<file path="config.mk">
export PLATFORM = sky130hd
export DESIGN_NAME = id_ex_stage_flat
export DESIGN_NICKNAME = d
export VERILOG_FILES = /design/src/rtl/riscv_pkg.sv /design/src/rtl/id_ex_stage_if.sv /design/src/rtl/hazard_detect.sv /design/src/rtl/id_ex_stage.sv /design/src/flat_wrapper.sv
export SDC_FILE = /design/constraint.sdc
export NUM_CORES = 1
export LEC_CHECK = 0
export ABC_AREA = 1
export CORE_MARGIN = 4
export CORE_UTILIZATION = 45
export CTS_CLUSTER_DIAMETER = 40
export DETAILED_ROUTE_END_ITERATION = 16
export GPL_TIMING_DRIVEN = 1
export HOLD_SLACK_MARGIN = 0.12
export PLACE_DENSITY = 0.94
export SLEW_MARGIN = 40
export SYNTH_ARGS = -nofsm -noshare
export SYNTH_HDL_FRONTEND = slang
export SYNTH_SLANG_ARGS = --single-unit
</file>
<file path="constraint.sdc">
create_clock -name clk -period 3.3 [get_ports clk]
set_clock_uncertainty 0.05 [all_clocks]
set_input_delay 0.66 -clock clk [delete_from_list [all_inputs] [get_ports clk]]
set_output_delay 0.66 -clock clk [all_outputs]
set_load 0.01 [all_outputs]
</file>
<file path="src/rtl/riscv_pkg.sv">
// Shared pipeline types: decoded control bundle, ALU operation codes and
// register-index width used by the ID/EX stage and its hazard logic.
package riscv_pkg;

    localparam int REG_IDX_W = 5;

    // ALU operation classes produced by the main decoder.
    typedef enum logic [1:0] {
        ALU_OP_ADD   = 2'b00,
        ALU_OP_SUB   = 2'b01,
        ALU_OP_RTYPE = 2'b10
    } alu_op_e;

    // Decoded control flags; the MSB-first order matches the id_ctrl bus.
    typedef struct packed {
        logic alu_src;
        logic mem_read;
        logic mem_write;
        logic reg_write;
        logic mem_to_reg;
        logic branch;
    } ctrl_t;

    // A bubble carries no side effects at all.
    localparam ctrl_t CTRL_NOP = '0;

endpackage

</file>
<file path="src/rtl/id_ex_stage_if.sv">
// ID -> EX bundle: the decoded instruction from ID plus the pipeline-control
// inputs, and the registered EX view with stall and bubble statistics.
interface id_ex_stage_if
    import riscv_pkg::*;
#(
    parameter int XLEN  = 32,
    parameter int CNT_W = 16
);

    // Decode side
    logic                 id_valid;
    logic [1:0]           id_alu_op;
    logic [3:0]           id_funct73;
    logic [XLEN-1:0]      id_rs1_data;
    logic [XLEN-1:0]      id_rs2_data;
    logic [XLEN-1:0]      id_imm;
    logic [REG_IDX_W-1:0] id_rs1;
    logic [REG_IDX_W-1:0] id_rs2;
    logic [REG_IDX_W-1:0] id_rd;
    ctrl_t                id_ctrl;
    logic                 id_uses_rs2;
    logic                 flush;
    logic                 hold;

    // Execute side
    logic                 ex_valid;
    logic [1:0]           ex_alu_op;
    logic [3:0]           ex_funct73;
    logic [XLEN-1:0]      ex_rs1_data;
    logic [XLEN-1:0]      ex_rs2_data;
    logic [XLEN-1:0]      ex_imm;
    logic [REG_IDX_W-1:0] ex_rs1;
    logic [REG_IDX_W-1:0] ex_rs2;
    logic [REG_IDX_W-1:0] ex_rd;
    ctrl_t                ex_ctrl;
    logic                 stall_if_id;
    logic [CNT_W-1:0]     bubble_cnt;

    // Decode stage (or bench) drives the instruction and sees the EX view.
    modport master (
        output id_valid, id_alu_op, id_funct73, id_rs1_data, id_rs2_data, id_imm,
               id_rs1, id_rs2, id_rd, id_ctrl, id_uses_rs2, flush, hold,
        input  ex_valid, ex_alu_op, ex_funct73, ex_rs1_data, ex_rs2_data, ex_imm,
               ex_rs1, ex_rs2, ex_rd, ex_ctrl, stall_if_id, bubble_cnt
    );

    // The pipeline register consumes the instruction and produces the EX view.
    modport slave (
        input  id_valid, id_alu_op, id_funct73, id_rs1_data, id_rs2_data, id_imm,
               id_rs1, id_rs2, id_rd, id_ctrl, id_uses_rs2, flush, hold,
        output ex_valid, ex_alu_op, ex_funct73, ex_rs1_data, ex_rs2_data, ex_imm,
               ex_rs1, ex_rs2, ex_rd, ex_ctrl, stall_if_id, bubble_cnt
    );

endinterface

</file>
<file path="src/rtl/hazard_detect.sv">
// Load-use hazard detection: the instruction in ID reads a register that the
// load currently in EX has not yet fetched from memory.
module hazard_detect
    import riscv_pkg::*;
(
    input  logic                 id_valid,
    input  logic [REG_IDX_W-1:0] id_rs1,
    input  logic [REG_IDX_W-1:0] id_rs2,
    input  logic                 id_uses_rs2,
    input  logic                 ex_valid,
    input  logic                 ex_mem_read,
    input  logic [REG_IDX_W-1:0] ex_rd,
    output logic                 load_use
);

    // x0 is never a real producer, so a load targeting it cannot cause a stall.
    assign load_use = id_valid & ex_valid & ex_mem_read & (ex_rd != '0) &
                      ((ex_rd == id_rs1) | (id_uses_rs2 & (ex_rd == id_rs2)));

endmodule

</file>
<file path="src/rtl/id_ex_stage.sv">
// Decode-to-execute pipeline register. Flush and load-use insert bubbles,
// hold freezes the stage, and load-use bubbles are counted (saturating).
module id_ex_stage
    import riscv_pkg::*;
#(
    parameter int XLEN  = 32,
    parameter int CNT_W = 16
)(
    input  logic          clk,
    input  logic          rst_n,
    id_ex_stage_if.slave  bus
);

    localparam logic [CNT_W-1:0] CNT_MAX = '1;

    logic load_use;

    hazard_detect u_hazard (
        .id_valid    (bus.id_valid),
        .id_rs1      (bus.id_rs1),
        .id_rs2      (bus.id_rs2),
        .id_uses_rs2 (bus.id_uses_rs2),
        .ex_valid    (bus.ex_valid),
        .ex_mem_read (bus.ex_ctrl.mem_read),
        .ex_rd       (bus.ex_rd),
        .load_use    (load_use)
    );

    // A redirect discards the ID instruction, so no stall is needed then.
    assign bus.stall_if_id = (load_use | bus.hold) & ~bus.flush;

    // Stage register and bubble counter: flush > hold > load-use > advance.
    always_ff @(posedge clk or negedge rst_n) begin
        if (!rst_n) begin
            // NOTE: every stage register is reset (not just ex_valid) so a
            // cleared pipeline shows all-zero data to EX and to observers.
            bus.ex_valid    <= 1'b0;
            bus.ex_alu_op   <= ALU_OP_ADD;
            bus.ex_funct73  <= '0;
            bus.ex_rs1_data <= '0;
            bus.ex_rs2_data <= '0;
            bus.ex_imm      <= '0;
            bus.ex_rs1      <= '0;
            bus.ex_rs2      <= '0;
            bus.ex_rd       <= '0;
            bus.ex_ctrl     <= CTRL_NOP;
            bus.bubble_cnt  <= '0;
        end else if (bus.flush || (!bus.hold && load_use)) begin
            // NOTE: non-blocking assignments so every register samples the
            // pre-edge values, including ex_rd/ex_ctrl feeding load_use.
            bus.ex_valid    <= 1'b0;
            bus.ex_alu_op   <= ALU_OP_ADD;
            bus.ex_funct73  <= '0;
            bus.ex_rs1_data <= {XLEN{1'b0}};
            bus.ex_rs2_data <= {XLEN{1'b0}};
            bus.ex_imm      <= {XLEN{1'b0}};
            bus.ex_rs1      <= '0;
            bus.ex_rs2      <= '0;
            bus.ex_rd       <= '0;
            bus.ex_ctrl     <= CTRL_NOP;
            // Only hazard bubbles are counted; redirects are not stalls.
            if (!bus.flush && bus.bubble_cnt != CNT_MAX) begin
                bus.bubble_cnt <= bus.bubble_cnt + 1'b1;
            end
        end else if (!bus.hold) begin
            bus.ex_valid    <= bus.id_valid;
            bus.ex_alu_op   <= bus.id_alu_op;
            bus.ex_funct73  <= bus.id_funct73;
            bus.ex_rs1_data <= bus.id_rs1_data;
            bus.ex_rs2_data <= bus.id_rs2_data;
            bus.ex_imm      <= bus.id_imm;
            bus.ex_rs1      <= bus.id_rs1;
            bus.ex_rs2      <= bus.id_rs2;
            bus.ex_rd       <= bus.id_rd;
            // An empty ID slot must not leak stale control into EX.
            bus.ex_ctrl     <= bus.id_valid ? bus.id_ctrl : CTRL_NOP;
        end
    end

endmodule

</file>
<file path="src/flat_wrapper.sv">
// flat-port wrapper written by rule: the top's interface ports become plain ports
module id_ex_stage_flat import riscv_pkg::*;
#(
    parameter int XLEN  = 32,
    parameter int CNT_W = 16
)
  (clk, rst_n, bus_id_valid, bus_id_alu_op, bus_id_funct73, bus_id_rs1_data, bus_id_rs2_data, bus_id_imm, bus_id_rs1, bus_id_rs2, bus_id_rd, bus_id_ctrl, bus_id_uses_rs2, bus_flush, bus_hold, bus_ex_valid, bus_ex_alu_op, bus_ex_funct73, bus_ex_rs1_data, bus_ex_rs2_data, bus_ex_imm, bus_ex_rs1, bus_ex_rs2, bus_ex_rd, bus_ex_ctrl, bus_stall_if_id, bus_bubble_cnt);
  id_ex_stage_if #(.XLEN(XLEN), .CNT_W(CNT_W)) bus_i ();
  input  logic clk;
  input  logic rst_n;
  input wire logic [$bits(bus_i.id_valid)-1:0] bus_id_valid;
  input wire logic [$bits(bus_i.id_alu_op)-1:0] bus_id_alu_op;
  input wire logic [$bits(bus_i.id_funct73)-1:0] bus_id_funct73;
  input wire logic [$bits(bus_i.id_rs1_data)-1:0] bus_id_rs1_data;
  input wire logic [$bits(bus_i.id_rs2_data)-1:0] bus_id_rs2_data;
  input wire logic [$bits(bus_i.id_imm)-1:0] bus_id_imm;
  input wire logic [$bits(bus_i.id_rs1)-1:0] bus_id_rs1;
  input wire logic [$bits(bus_i.id_rs2)-1:0] bus_id_rs2;
  input wire logic [$bits(bus_i.id_rd)-1:0] bus_id_rd;
  input wire logic [$bits(bus_i.id_ctrl)-1:0] bus_id_ctrl;
  input wire logic [$bits(bus_i.id_uses_rs2)-1:0] bus_id_uses_rs2;
  input wire logic [$bits(bus_i.flush)-1:0] bus_flush;
  input wire logic [$bits(bus_i.hold)-1:0] bus_hold;
  output wire logic [$bits(bus_i.ex_valid)-1:0] bus_ex_valid;
  output wire logic [$bits(bus_i.ex_alu_op)-1:0] bus_ex_alu_op;
  output wire logic [$bits(bus_i.ex_funct73)-1:0] bus_ex_funct73;
  output wire logic [$bits(bus_i.ex_rs1_data)-1:0] bus_ex_rs1_data;
  output wire logic [$bits(bus_i.ex_rs2_data)-1:0] bus_ex_rs2_data;
  output wire logic [$bits(bus_i.ex_imm)-1:0] bus_ex_imm;
  output wire logic [$bits(bus_i.ex_rs1)-1:0] bus_ex_rs1;
  output wire logic [$bits(bus_i.ex_rs2)-1:0] bus_ex_rs2;
  output wire logic [$bits(bus_i.ex_rd)-1:0] bus_ex_rd;
  output wire logic [$bits(bus_i.ex_ctrl)-1:0] bus_ex_ctrl;
  output wire logic [$bits(bus_i.stall_if_id)-1:0] bus_stall_if_id;
  output wire logic [$bits(bus_i.bubble_cnt)-1:0] bus_bubble_cnt;
  assign bus_i.id_valid = bus_id_valid;
  assign bus_i.id_alu_op = bus_id_alu_op;
  assign bus_i.id_funct73 = bus_id_funct73;
  assign bus_i.id_rs1_data = bus_id_rs1_data;
  assign bus_i.id_rs2_data = bus_id_rs2_data;
  assign bus_i.id_imm = bus_id_imm;
  assign bus_i.id_rs1 = bus_id_rs1;
  assign bus_i.id_rs2 = bus_id_rs2;
  assign bus_i.id_rd = bus_id_rd;
  assign bus_i.id_ctrl = bus_id_ctrl;
  assign bus_i.id_uses_rs2 = bus_id_uses_rs2;
  assign bus_i.flush = bus_flush;
  assign bus_i.hold = bus_hold;
  assign bus_ex_valid = bus_i.ex_valid;
  assign bus_ex_alu_op = bus_i.ex_alu_op;
  assign bus_ex_funct73 = bus_i.ex_funct73;
  assign bus_ex_rs1_data = bus_i.ex_rs1_data;
  assign bus_ex_rs2_data = bus_i.ex_rs2_data;
  assign bus_ex_imm = bus_i.ex_imm;
  assign bus_ex_rs1 = bus_i.ex_rs1;
  assign bus_ex_rs2 = bus_i.ex_rs2;
  assign bus_ex_rd = bus_i.ex_rd;
  assign bus_ex_ctrl = bus_i.ex_ctrl;
  assign bus_stall_if_id = bus_i.stall_if_id;
  assign bus_bubble_cnt = bus_i.bubble_cnt;
  id_ex_stage #(.XLEN(XLEN), .CNT_W(CNT_W)) u_core (.clk(clk), .rst_n(rst_n), .bus(bus_i));
endmodule
</file>
* After elaboration in Yosys (flattened, before gate mapping) *
Index checks and enable logic that the tools add are counted.

storage, ports and cells
  register bits = 140
  bits of input ports = 129
  output and inout port bits = 141
  word-level logic and storage cells = 58

operators by class
  $add $sub $neg = 1
  eq/ne operators = 4
  muxes and demuxes = 21
  bitwise logic cells = 9
  reduce and logical (&&, ||, !) cells = 7

operators by type and width
  cell                   count
  $mux 32                6
  $mux 5                 6
  $mux 6                 3
  $add 16x1->16 const B  1
  $ne 16x16->1 const B   1
  $eq 5x5->1             2
  $mux 4                 2
  $and 1x1->1            6
  $reduce_bool 5->1      1
  $mux 2                 2
  $logic_and 1x1->1      2
  $logic_not 1->1        2
  $mux 1                 2
  $ne 2x1->1 const B     1
  $or 1x1->1             2
  $reduce_and 2->1       1
  $logic_or 1x1->1       1
  $not 1->1              1

* Depth between registers and ports, before layout *
Gate-level depths: netlist of run 1.

  word-level depth = 7
  depth in mapped cells = 12

* By module *
A second synthesis of run 1 with hierarchy kept.

unflattened totals
  cell total of the unflattened synthesis = 508
  area total of the unflattened synthesis = 5835.6 sq um

modules (own cells, without submodules)
  module         instances  cells each  area each (sq um)
  id_ex_stage    1          455         5611.6
  hazard_detect  1          53          224.0

* Worst setup path after synthesis of run 1 *
Ideal clock, no wire load.

  kind = input to output
  start = input port bus_hold
  end = output port bus_stall_if_id
  data arrival time = 1.442 ns
  data required time = 2.590 ns
  setup slack = 1.148 ns
  cell stages on the path = 5
  path through = inv_1 nor2_1 clkinv_1 clkbuf_1 o21ai_0

between the ends
  word-level cells in the longest chain between the ends = 2

RTL lines
  item             line                text
  start, declared  flat_wrapper.sv:23  input wire logic [$bits(bus_i.hold)-1:0] bus_hold;
  $or 1x1->1       id_ex_stage.sv:30   assign bus.stall_if_id = (load_use | bus.hold) & ~bus.flush;
  $and 1x1->1      id_ex_stage.sv:30
  end, declared    flat_wrapper.sv:34  output wire logic [$bits(bus_i.stall_if_id)-1:0] bus_stall_if_id;

Every way passes these cells.

* Worst setup path in the final report of run 1 *
  start = input port bus_id_rs1[0]
  end = output port bus_stall_if_id

between the ends
  word-level cells in the longest chain between the ends = 5

RTL lines
  item             line                 text
  start, declared  flat_wrapper.sv:17   input wire logic [$bits(bus_i.id_rs1)-1:0] bus_id_rs1;
  $eq 5x5->1       hazard_detect.sv:18  ((ex_rd == id_rs1) | (id_uses_rs2 & (ex_rd == id_rs2)));
  $or 1x1->1       hazard_detect.sv:18
  $and 1x1->1      hazard_detect.sv:17  assign load_use = id_valid & ex_valid & ex_mem_read & (ex_rd != '0) &
  $or 1x1->1       id_ex_stage.sv:30
  $and 1x1->1      id_ex_stage.sv:30

Every way passes these cells.

==> summary.md, run 1 <==
| Metric | Value |
|---|---|
| Status | complete, no violations |
| Starting Density | 45.8% |
| Post-DP Area | 0.00916 mm² |
| Final hold vios | 0 |
| DR iter-0 viols | 308 |
| IO Port Bufs | 269 |
| R2r setup slk | 1.36 ns |
| CTS buffer count | 17 |
| FF+latch count, synth | 140 |
| Ys async rst share | 100% |
| Final Util | 70.5% |
| Area growth, synth to finish | 54.0% |
| Synthesized area | 0.00635 mm² |
| CTS tree | done |
| Vias in the first global route | 6054 |
| HP Class | in2async |
| Number of flops mapped to enable cells by yosys | 0 |
| Ports | 270 |
| Number of setup buffers added after CTS | 0 |
| Dominant cells by area after synthesis | dfrtp_1 (55%), nand2_1 (19%), o21ai_2 (6.9%) |
| Die height | 127 µm |
| All-layer global routing usage | 24.4% |
| Layout cell share with drive strength beyond 1 | 11.2% |
| Comb pwr share | 16.8% |
| Highest clock rate | 0.358 GHz |
| DRC | 0 |
| Kind of critical path | in2out |
| Clock power share | 42.3% |
| Die Footprint | 0.0161 mm² |
| R2R depth | 10 |
| Post-Layout Cell Count | 1190 |
| Share of the synthesized area in the top cell type | 55.1% |
| Final instance area | 0.00978 mm² |
| Grt total ovfl | 0 |
| Final period util | 84.7% |
| RD Place Congestion | 0.866 |
| Max IR drop VDD | 0.345 mV |
| First-pass GRT wire length | 31200 µm |
| Nets | 1127 |
| Total vias in the final route | 5896 |
| Synth Instances | 738 |
| CP max FO | 3 |
| Top_reg_cell synth | dfrtp_1 |
| Tmin final | 2.79 ns |
| Synth cell count leaders | nand2_1 (326), dfrtp_1 (140), o21ai_0 (58) |
| RSZ-0062 raised after global routing | no |
| Clock sinks | 140 |
| Ys Warns | 0 |
| Antenna violations before repair | 0 |
| Worst-skew pair later-pin latency | 0.41 ns |
| Worst-case clock buffer depth | 2 |
| Max_slew headroom | 48.0% |
| Mapped Nets | 868 |
| Transition time of the tightest slew-check pin | 0.779 ns |
| N_diodes | 0 |
| Post-synth top area cell | dfrtp_1 |
| Critical Path Source Type | primary input |
| Antenna-violating nets left | 0 |
| Std-Cell Rows | 43 |
| Die X-Extent | 127 µm |
| CP required | 2.59 ns |
| Final Max Tran Viols | 0 |
| WL/cell | 16.3 µm |
| Post-DP HPWL | 14000 µm |
| Sw power | 1.20 mW |
| Largest net degree at the start of global routing | 77 |
| Cell Pwr Density | 479 mW/mm² |
| Most frequent cell after synthesis | nand2_1 |
| Max-cap violation count | 0 |
| Flop pwr share | 40.9% |
| Worst-path clk slew | 0.06 ns |
| Root Driver | clkbuf_16 |
| Register area share after synthesis | 55.1% |
| Vias/cell | 4.95 |
| Net Sw Frac | 25.6% |
| Leakage | 4.43 nW |
| Core ar. | 0.0139 mm² |
| Yosys cell types | 31 |
| Post-Route WL | 19400 µm |
| Internal power | 3.48 mW |
| Post-synthesis average cell area | 8.61 µm² |
| H-tree depth | 4 |
| First-pass iteration count of the detailed router | 4 |
| Placed Instances | 1158 |
| Final setup viols | 0 |
| Setup total negative slack | 0 ns |
| Crit end category | primary output |
| Critical Path AT | 2.08 ns |
[layer usage]
layer,track usage [%],up-vias,wire [µm]
met5,0,-,0
li1,-,2860,-
met4,8.52,0,505
met1,28.7,2795,7480
met3,8.29,36,1560
met2,41.9,205,9830
[critical path, cell delays in order]
cell             delay [ns]
clkdlybuf4s50_1        0.51
inv_1                  0.05
nand2_1                0.05
nand2_1                0.05
nor2_1                 0.12
nand3_1                0.08
nand2_1                0.11
nand2_2                0.09
o21ai_0                0.16
dlymetal6s2s_1         0.20
[kinds of logic (layout without fill, tap and decap cells)]
group	count (synthesis)	after routing	share of synthesized area, %
AND/OR/NAND/NOR	389	389	24.5
flip-flops	140	140	55.1
AO/OA/AOI/OAI	120	120	12.6
buffers and inverters	79	351	6.34
XOR/XNOR	9	9	1.24
adder cells (fa/ha/maj)	1	1	0.197
[power groups by stage]
stage / registers [mW] / logic [mW] / clock network [mW]
global placement: 1.93 / 0.778 / 0
CTS: 1.91 / 0.798 / 2.02
detailed placement: 1.94 / 0.794 / 0
global route: 1.93 / 0.858 / 2.10
finish: 1.91 / 0.787 / 1.98
floorplan: 1.98 / 0.261 / 0
[layout make-up]
| type | instances | area, µm² |
|---|---|---|
| timing repair buffer | 284 | 2850 |
| tap | 180 | 225 |
| clock inverter | 13 | 164 |
| fill | 1094 | 4100 |
| sequential | 140 | 3500 |
| clock buffer | 19 | 453 |
| multi-input combinational | 519 | 2460 |
| inverter | 35 | 131 |
[repair_timing]
item / 4_1_cts / 5_1_grt
hold buffers: 0 / 0
endpoints found under the setup margin: 0 / 1
gates resized for setup: 0 / 1
[layout by cell type (no fill, tap or decap), types with 4 or more instances in the layout]
| master | synthesis | final |
|---|---|---|
| inv_2 | 3 | 4 |
| clkbuf_16 | 0 | 17 |
| nand2_1 | 326 | 326 |
| inv_1 | 31 | 30 |
| o21ai_1 | 5 | 5 |
| o21ai_0 | 58 | 58 |
| dfrtp_1 | 140 | 140 |
| nor2_1 | 15 | 14 |
| xor2_1 | 6 | 6 |
| clkdlybuf4s50_1 | 0 | 267 |
| o21ai_2 | 50 | 50 |
| buf_4 | 2 | 12 |
| nand4_1 | 4 | 4 |
| o22ai_1 | 5 | 5 |
| nand3_1 | 32 | 32 |
[per-stage QoR]
stage                     hold slack, ns  power [mW]  setup slack, ns
after global routing               0.180        4.89            0.303
final                              0.147        4.68            0.505
after detailed placement           0.417        2.73            0.106
after CTS                          0.161        4.73           0.0859
after global placement             0.413        2.71            0.148
after floorplan                    0.314        2.24             1.15
[sequential cells by signal, indices dropped and copies added, names as in the netlist]
register                count
u_core.bus.ex_rs2           5
u_core.bus.ex_rs1_data     32
u_core.bus.ex_rd            5
u_core.bus.ex_rs2_data     32
u_core.bus.ex_rs1           5
u_core.bus.ex_valid         1
u_core.bus.ex_funct73       4
u_core.bus.ex_alu_op        2
u_core.bus.bubble_cnt      16
u_core.bus.ex_imm          32
u_core.bus.ex_ctrl          6
[final timing paths]
path                                       from                         end
setup reg to reg            u_core.bus.ex_rd[4]  u_core.bus.ex_rs2_data[28]
hold / removal                            rst_n  u_core.bus.ex_rs1_data[29]
min in group clk           u_core.bus.ex_rs1[0]        u_core.bus.ex_rs1[0]
hold reg to reg            u_core.bus.ex_rs1[0]        u_core.bus.ex_rs1[0]
max in group asynchronous                 rst_n  u_core.bus.ex_rs1_data[15]
setup / recovery                  bus_id_rs1[0]             bus_stall_if_id
Power figures use the tool's default switching activity.
==> run 2: changes to the inputs <==
Settings changed: CORE_UTILIZATION 45 to 43, PLACE_DENSITY 0.94 to 0.91.
Clock period 3.3 ns to 2.7 ns, I/O delays scaled along.
==> run 2 against run 1 <==
Combinational power is 23% higher. Non-clock buffer count is 4 higher. Sequential power is 23% higher. Register-to-register slack worse by 0.59 ns. Clock power is 32% higher. Cell count is 0.67% higher. Core utilization is 2.1 points lower. Via count is 0.29% lower. First-iteration DRC count is 22% lower. Critical path depth stayed put. Sequential cell count stayed put. Cell area is 1.2% higher.
==> summary.md, run 2 (synthesis gave the netlist of run 1 again) <==
| Metric | Value |
|---|---|
| Max_slew headroom | 61.9% |
| Biggest regs | u_core.bus.ex_imm x32, u_core.bus.ex_rs1_data x32, u_core.bus.ex_rs2_data x32 |
| Ports | 270 |
| Core ar. | 0.0145 mm² |
| Nets | 1131 |
| WL/cell | 16.1 µm |
| Root Driver | clkbuf_16 |
| Antenna-violating nets left | 0 |
| Highest clock rate | 0.403 GHz |
| Critical Path AT | 1.89 ns |
| DR iter-0 viols | 241 |
| Layout cell share with drive strength beyond 1 | 11.4% |
| Post-Layout Cell Count | 1198 |
| Top Usage Layer GRT | met2 |
| Grt total ovfl | 0 |
| Std-Cell Rows | 44 |
| Die X-Extent | 130 µm |
| Final period util | 92.0% |
| Placement Setup Slack | -0.248 ns |
| Design Power | 5.92 mW |
| Leakage | 4.47 nW |
| Critical Path Source Type | primary input |
| GR Layer Usage met2 | 39.0% |
| Crit end category | primary output |
| Area growth, synth to finish | 55.9% |
| Transition time of the tightest slew-check pin | 0.571 ns |
| Largest net degree at the start of global routing | 120 |
| Hold Slack | 0.429 ns |
| CTS buffer count | 17 |
| First-pass GRT wire length | 30000 µm |
| Placed Instances | 1165 |
| Cell Pwr Density | 598 mW/mm² |
| RSZ-0062 raised after global routing | no |
| CP required | 2.11 ns |
| Die Footprint | 0.0168 mm² |
| CTS tree | done |
| Status | complete, no violations |
| Number of setup buffers added after CTS | 0 |
| Post-DP HPWL | 13900 µm |
| Commonest non-fill, non-tap cells in the layout | nand2_1 (326), clkdlybuf4s50_1 (267), dfrtp_1 (140), o21ai_0 (57), o21ai_2 (50) |
| Setup total negative slack | 0 ns |
| Tmin final | 2.48 ns |
| Worst-skew pair later-pin latency | 0.41 ns |
| Total vias in the final route | 5879 |
| IO Port Bufs | 269 |
| Max-cap violation count | 0 |
| Final Max Tran Viols | 0 |
| HP Class | reg2reg |
| Post-DP Area | 0.00923 mm² |
| Met3 global-route usage | 7.17% |
| Starting Density | 43.9% |
| Kind of critical path | in2out |
| Final setup viols | 0 |
| Worst-case clock buffer depth | 2 |
| Antenna violations before repair | 2 |
| First-pass iteration count of the detailed router | 5 |
| Final Util | 68.4% |
| CP max FO | 3 |
| RD Place Congestion | 0.804 |
| Max IR drop VDD | 0.416 mV |
| Post-Route WL | 19300 µm |
| N_diodes | 0 |
| Final hold vios | 0 |
| Most common cell after layout, fill and taps aside | nand2_1 |
| Grt met1 use | 26.7% |
| Clock sinks | 140 |
| Layout fillers | 1130 |
| H-tree depth | 4 |
| Vias/cell | 4.91 |
| Final instance area | 0.00990 mm² |
| Vias in the first global route | 5968 |
| Worst-path clk slew | 0.06 ns |
| All-layer global routing usage | 22.8% |
| Die height | 130 µm |
| Fin worst setup slack | 0.217 ns |
| DRC | 0 |
## run 2: cell count changes in the layout (fill, tap and decap cells not counted), moves of 2 or more
cell	change
buf_12	+3
inv_6	-3
bufinv_16	+2
clkbuf_8	+2
## run 2: power breakdown
group / total [mW] / switching, mW / internal [mW]
Combinational: 0.969 / 0.447 / 0.522
Clock: 2.62 / 0.878 / 1.74
Sequential: 2.34 / 0.106 / 2.23
## run 2: worst max-delay path, cell delays in order
cell and delay [ns]:
clkdlybuf4s50_1 0.50, inv_1 0.05, nand2_1 0.05, nand2_1 0.05, nor2_1 0.14, nand3_1 0.08, nand2_1 0.13, nand2_2 0.07
o21ai_1 0.12, clkbuf_2 0.16
## run 2: final timing paths
path	startpoint	to	slack, ns	cells past startpoint
worst max register to register	u_core.bus.ex_rd[0]	u_core.bus.ex_ctrl[1]	0.77	13
min in group asynchronous	rst_n	u_core.bus.ex_rs1_data[31]	0.55	2
max in group asynchronous	rst_n	u_core.bus.ex_rs1_data[2]	1.32	3
worst min register to register	u_core.bus.ex_rs2_data[23]	u_core.bus.ex_rs2_data[23]	0.43	2
worst min-delay path	u_core.bus.ex_rs2_data[23]	u_core.bus.ex_rs2_data[23]	0.43	2
worst max-delay path	bus_id_rs1[0]	bus_stall_if_id	0.22	10
## run 2: final cells by class
type | count | area [µm²] | area share (%)
Multi-Input combinational cell | 519 | 2460 | 24.8
Sequential cell | 140 | 3500 | 35.4
Clock buffer | 22 | 484 | 4.89
Clock inverter | 10 | 185 | 1.87
Timing Repair Buffer | 288 | 2910 | 29.4
Tap cell | 184 | 230 | 2.32
Inverter | 35 | 131 | 1.33
## run 2: timing repair
| action | CTS | global route |
|---|---|---|
| cloned | 0 | 0 |
| setup endpoints to repair | 1 | 1 |
| gates resized for setup | 1 | 4 |
| hold buffers | 1 | 0 |
| hold endpoints to repair | 35 | 0 |
## run 2: routing by layer
layer  vias up  routed length [µm]
met3        42                1470
met4         4                 548
met1      2768                7540
li1       2862                   -
met2       203                9680
met5         -                  27
